`src/rtl/instr_fetch_unit_pkg.sv`:
```
// Shared definitions for the instruction fetch responder: state encodings,
// the fault NOP word and a small alignment helper.
package instr_fetch_unit_pkg;

  // Fetch FSM encodings, kept as plain constants so legacy benches can reuse them.
  localparam logic [1:0] StIdle  = 2'd0;
  localparam logic [1:0] StWait  = 2'd1;
  localparam logic [1:0] StDrain = 2'd2;
  localparam logic [1:0] StDone  = 2'd3;

  // MOV r0,r0: returned in IR whenever a fetch faults.
  localparam logic [31:0] NopInsnDefault = 32'hE1A00000;

  // Instruction fetches must be word aligned.
  function automatic logic is_word_aligned(input logic [1:0] lsbs);
    return (lsbs == 2'b00);
  endfunction

endpackage

```
`src/rtl/instr_fetch_unit.sv`:
```
// Instruction fetch responder: accepts a fetch request from the control FSM, runs one req/ack
// read on instruction memory and presents the word on IR with a one-cycle W_IR_valid pulse.
// Branch flushes drain the outstanding read; misaligned PCs and bus timeouts return a NOP.
module instr_fetch_unit
  import instr_fetch_unit_pkg::*;
#(
  parameter int unsigned       ADDR_W   = 32,
  parameter int unsigned       DATA_W   = 32,
  parameter int unsigned       TIMEOUT  = 255,
  parameter logic [DATA_W-1:0] NOP_INSN = DATA_W'(NopInsnDefault)
) (
  input  logic              clk,
  input  logic              rst,
  input  logic              fetch_req,
  input  logic [ADDR_W-1:0] pc_addr,
  input  logic              flush,
  output logic              mem_req,
  output logic [ADDR_W-1:0] mem_addr,
  input  logic              mem_ack,
  input  logic [DATA_W-1:0] mem_rdata,
  output logic [DATA_W-1:0] IR,
  output logic              W_IR_valid,
  output logic              fetch_fault,
  output logic              busy
);

  localparam int unsigned       TimerW    = $clog2(TIMEOUT + 1);
  localparam logic [TimerW-1:0] TimerLast = TimerW'(TIMEOUT - 1);

  logic [1:0]        state_q, state_d;
  logic              mem_req_q, mem_req_d;
  logic [ADDR_W-1:0] mem_addr_q, mem_addr_d;
  logic [DATA_W-1:0] ir_q, ir_d;
  logic              valid_q, valid_d;
  logic              fault_q, fault_d;
  logic [TimerW-1:0] timer_q, timer_d;

  // Next-state logic: the timer counts every cycle the read is outstanding, so a flushed read
  // that is still un-acked gives up once the whole transaction has aged TIMEOUT cycles.
  always_comb begin
    state_d    = state_q;
    mem_req_d  = mem_req_q;
    mem_addr_d = mem_addr_q;
    ir_d       = ir_q;
    valid_d    = 1'b0;
    fault_d    = 1'b0;
    timer_d    = timer_q;
    case (state_q)
      StIdle: begin
        if (fetch_req) begin
          if (!is_word_aligned(pc_addr[1:0])) begin
            state_d = StDone;
            ir_d    = NOP_INSN;
            valid_d = 1'b1;
            fault_d = 1'b1;
          end else begin
            state_d    = StWait;
            mem_req_d  = 1'b1;
            mem_addr_d = pc_addr;
            timer_d    = '0;
          end
        end
      end
      StWait: begin
        if (flush) begin
          if (mem_ack) begin
            state_d   = StIdle;
            mem_req_d = 1'b0;
          end else begin
            // Request must stay up until the memory acks.
            state_d = StDrain;
            timer_d = timer_q + TimerW'(1);
          end
        end else if (mem_ack) begin
          state_d   = StDone;
          ir_d      = mem_rdata;
          valid_d   = 1'b1;
          mem_req_d = 1'b0;
        end else if (timer_q == TimerLast) begin
          state_d   = StDone;
          ir_d      = NOP_INSN;
          valid_d   = 1'b1;
          fault_d   = 1'b1;
          mem_req_d = 1'b0;
        end else begin
          timer_d = timer_q + TimerW'(1);
        end
      end
      StDrain: begin
        // >= because a flush in the last WAIT cycle pushes the timer one past TimerLast.
        if (mem_ack || (timer_q >= TimerLast)) begin
          state_d   = StIdle;
          mem_req_d = 1'b0;
        end else begin
          timer_d = timer_q + TimerW'(1);
        end
      end
      StDone: begin
        state_d = StIdle;
      end
      default: begin
        state_d   = StIdle;
        mem_req_d = 1'b0;
      end
    endcase
  end

  // State and registered outputs, synchronous reset.
  always_ff @(posedge clk) begin
    if (rst) begin
      state_q    <= StIdle;
      mem_req_q  <= 1'b0;
      mem_addr_q <= '0;
      ir_q       <= '0;
      valid_q    <= 1'b0;
      fault_q    <= 1'b0;
      timer_q    <= '0;
    end else begin
      state_q    <= state_d;
      mem_req_q  <= mem_req_d;
      mem_addr_q <= mem_addr_d;
      ir_q       <= ir_d;
      valid_q    <= valid_d;
      fault_q    <= fault_d;
      timer_q    <= timer_d;
    end
  end

  // Output mapping; busy is decoded straight from state.
  always_comb begin
    mem_req     = mem_req_q;
    mem_addr    = mem_addr_q;
    IR          = ir_q;
    W_IR_valid  = valid_q;
    fetch_fault = fault_q;
    busy        = (state_q != StIdle);
  end

endmodule

```
`config.mk`:
```
export PLATFORM = sky130hd
export DESIGN_NAME = instr_fetch_unit
export DESIGN_NICKNAME = d
export VERILOG_FILES = /design/src/rtl/instr_fetch_unit_pkg.sv /design/src/rtl/instr_fetch_unit.sv
export SDC_FILE = /design/constraint.sdc
export NUM_CORES = 1
export LEC_CHECK = 0
export CAP_MARGIN = 0
export CORE_MARGIN = 2
export CORE_UTILIZATION = 38
export CTS_CLUSTER_DIAMETER = 150
export DETAILED_ROUTE_END_ITERATION = 12
export PLACE_DENSITY_LB_ADDON = 0.3
export SYNTH_ARGS = -nofsm -noshare
export SYNTH_HDL_FRONTEND = slang
export SYNTH_SLANG_ARGS = --single-unit
```
`constraint.sdc`:
```
create_clock -name clk -period 2.1 [get_ports clk]
set_input_delay 0.21 -clock clk [delete_from_list [all_inputs] [get_ports clk]]
set_output_delay 0.21 -clock clk [all_outputs]
set_load 0.05 [all_outputs]
```
==> results.sh <==
export IMPL_ys_warn_count=0
export IMPL_vdd_drop_max_mv=0.505
export IMPL_yosysTopAreaCellShare_pct=47.6
export IMPL_grt_max_degree=33
export IMPL_ios=137
export IMPL_dp_hpwl_mm=6.08
export IMPL_synth_top_cells_by_count="nand2_1 (92), dfxtp_1 (77), a21oi_1 (53), nand2b_1 (28), mux2i_1 (26)"
export IMPL_synth_cell_type_count=37
export IMPL_wl_per_cell_um=13.4
export IMPL_rsz0062_at_grt="no"
export IMPL_clock_root_buffer="clkbuf_8"
export IMPL_max_slew_margin_pct=63.7
export IMPL_grt_pass1_wl_mm=13.5
export IMPL_htreeDepth=3
export IMPL_postLayoutCoreUtil_pct=61.1
export IMPL_skew_ns=0.0103
export IMPL_syn_area_per_cell_sq_um=8.46
export IMPL_yosys_top_cells_area="dfxtp_1 (48%), nand2_1 (11%), a21oi_1 (8.2%), mux2i_1 (8.0%), nand2b_1 (5.4%)"
export IMPL_first_iter_violations=135
export IMPL_postCtsSetupBuffers=0
export IMPL_syn2layout_area_growth_pct=55.7
export IMPL_synth_seq_area_share_pct=47.6
export IMPL_clk_path_buf_depth=2
export IMPL_overflow=0
export IMPL_cts_sinks=77
export IMPL_required_ns=2.36
export IMPL_synth_area_sq_mm=0.00324
export IMPL_worstMarginPinSlew_ns=0.543
export IMPL_drt_wl_total_mm=8.48
export IMPL_cp_start_kind="input port"
export IMPL_drc_errors=0
export IMPL_synth_top_area_cell="dfxtp_1"
export IMPL_setup_tns_final_ns=0
export IMPL_cts_hold_buf=0
export IMPL_p_leak_nw=1.88
export IMPL_cts_tree="built"
export IMPL_portBuffers=136
export IMPL_path_buf_inv=1
export IMPL_antenna_left=0
export IMPL_cpMaxStageDelayCell="or4_1"
export IMPL_insertedDiodeCount=0
export IMPL_status="finished clean"
export IMPL_die_w_um=96.3
export IMPL_nets=600
export IMPL_setup_worst_path_end_class="flip-flop"
export IMPL_syn_inst=383
export IMPL_fillers=722
export IMPL_slowest_delay_ns=0.52
export IMPL_vias_per_cell=4.88
export IMPL_initial_core_util_pct=39.2
export IMPL_layout_area_seq_sq_mm=0.00154
export IMPL_die_y_um=96.3
export IMPL_cap_violations=0
export IMPL_hold_class="input port to flip-flop"
export IMPL_clk_latency_ns=0.35
export IMPL_grt_pass1_vias=3024
export IMPL_ys_seq_elements=77
export IMPL_layout_drive_gt1_share_pct=8.70
export IMPL_path_max_fanout=7
export IMPL_multi_input_area_sq_mm=0.00161
export IMPL_final_max_slew_viol_count=0
export IMPL_track_usage_pct=18.4
export IMPL_timing_fmax_mhz=503
export IMPL_synth_edf_count=0
export IMPL_yosys_most_used_dff="dfxtp_1"
export IMPL_dr_total_vias=3093
export IMPL_gp_congestion=0.770
export IMPL_fin_crit_sh_pct=94.7
export IMPL_antenna_found_initial=0
export IMPL_critical_path_cell_chain="clkdlybuf4s50_1 -> or3b_1 -> a221oi_2 -> o2111ai_2 -> or4_1 -> o31ai_1"
export IMPL_finalHoldViolCount=0
export IMPL_post_cts_resize_count=0
export IMPL_layout_min_cycle_time_ns=1.99
export IMPL_cts_made_buffers=9
export IMPL_synth_fp_nets=459
export IMPL_async_reset_ff_share_pct=0
export IMPL_setup_violations=0
export IMPL_cp_arrival_ns=2.25
export IMPL_cts_clk_slew_worst_paths_ns=0.08
export IMPL_rows=33
export IMPL_path_class="input port to flip-flop"
export IMPL_core_sq_mm=0.00826
export IMPL_cpLargestDelayFamily="simple AND/OR/NAND/NOR gates"
export IMPL_synthMostInstantiatedCell="nand2_1"
export IMPL_dr_pass1_iters=4
export IMPL_power_density_mw_per_mm2=1090
export IMPL_dieArea_sq_mm=0.00928
metrics by stage:
stage | instances | setup slack (ns) | hold WS, ns | cell area, sq um | total power, mW
floorplan | 383 | 0.134 | 0.346 | 3240 | 3.38
global placement | 618 | -0.242 | 0.441 | 4790 | 4.20
detailed placement | 618 | -0.274 | 0.447 | 4790 | 4.24
CTS | 634 | 0.00223 | 0.299 | 5010 | 5.50
global route | 634 | 0.0246 | 0.356 | 5040 | 5.83
finish | 634 | 0.112 | 0.317 | 5040 | 5.52
state kept, by name, summed over array words and instances, names as in the netlist:
| name | flops |
|---|---|
| fetch_fault | 1 |
| IR | 32 |
| state_q | 2 |
| mem_req | 1 |
| timer_q | 8 |
| mem_addr | 32 |
| W_IR_valid | 1 |
area by class of cell:
type / count / share of cell area [%]
Clock buffer: 10 / 2.53
Clock inverter: 6 / 1.86
Inverter: 8 / 0.595
Multi-Input combinational cell: 275 / 32.0
Tap cell: 105 / 2.60
Timing Repair Buffer: 153 / 29.9
Sequential cell: 77 / 30.6
report_power, final:
group	internal (mW)	switching, mW	total (mW)
logic	1.06	1.49	2.55
registers	1.63	0.0974	1.73
clock network	0.680	0.557	1.24
total	3.37	2.15	5.52
logic make-up (layout without fill, tap and decap cells):
kind of cell | count (synthesis) | in the layout | share of synthesized area [%]
AO/OA/AOI/OAI | 74 | 74 | 13.3
multiplexers | 27 | 27 | 8.38
adder cells (fa/ha/maj) | 7 | 7 | 2.70
flip-flops | 77 | 77 | 47.6
buffers and inverters | 31 | 177 | 3.67
AND/OR/NAND/NOR | 167 | 167 | 24.3
metal layers:
metal  track usage (%)  share of wire, %  vias to the layer above
li1                  -                 -                     1560
met1              21.2                42                     1404
met2              30.2                45                      118
met3              8.54                12                       11
met4              5.99               1.1                        0
met5                 0                 0                        -
worst paths after layout:
path / endpoint / slack [ns] / start / cells after the start
worst max-delay path: timer_q[5]$_SDFFE_PP0P_ / 0.11 / fetch_req / 6
worst min-delay path: timer_q[1]$_SDFFE_PP0P_ / 0.32 / rst / 2
worst max register to register: timer_q[5]$_SDFFE_PP0P_ / 0.14 / state_q[0]$_SDFFE_PP0P_ / 7
worst min register to register: mem_addr[25]$_SDFFE_PP0P_ / 0.46 / mem_addr[25]$_SDFFE_PP0P_ / 2
layout by cell type, fill, tap and decap left out, types with 2 or more instances in the layout:
master,netlist,layout
or4_1,3,3
buf_12,0,2
mux2i_1,26,26
a211oi_1,6,6
inv_2,0,2
nand2_1,92,92
or3_1,4,4
or3b_1,3,3
a21oi_1,53,52
nor3b_1,2,2
and2_1,4,4
dfxtp_1,77,77
and3_1,2,2
ha_4,0,2
clkbuf_8,0,9
bufinv_16,0,2
buf_4,0,16
o31ai_1,2,2
nand2b_1,28,28
clkdlybuf4s50_1,0,134
nor2b_1,3,3
ha_1,7,5
o21ai_0,4,4
inv_1,8,6
nand3_1,6,6
nor2_1,14,14
inv_6,0,2
Power figures use the tool's default switching activity.
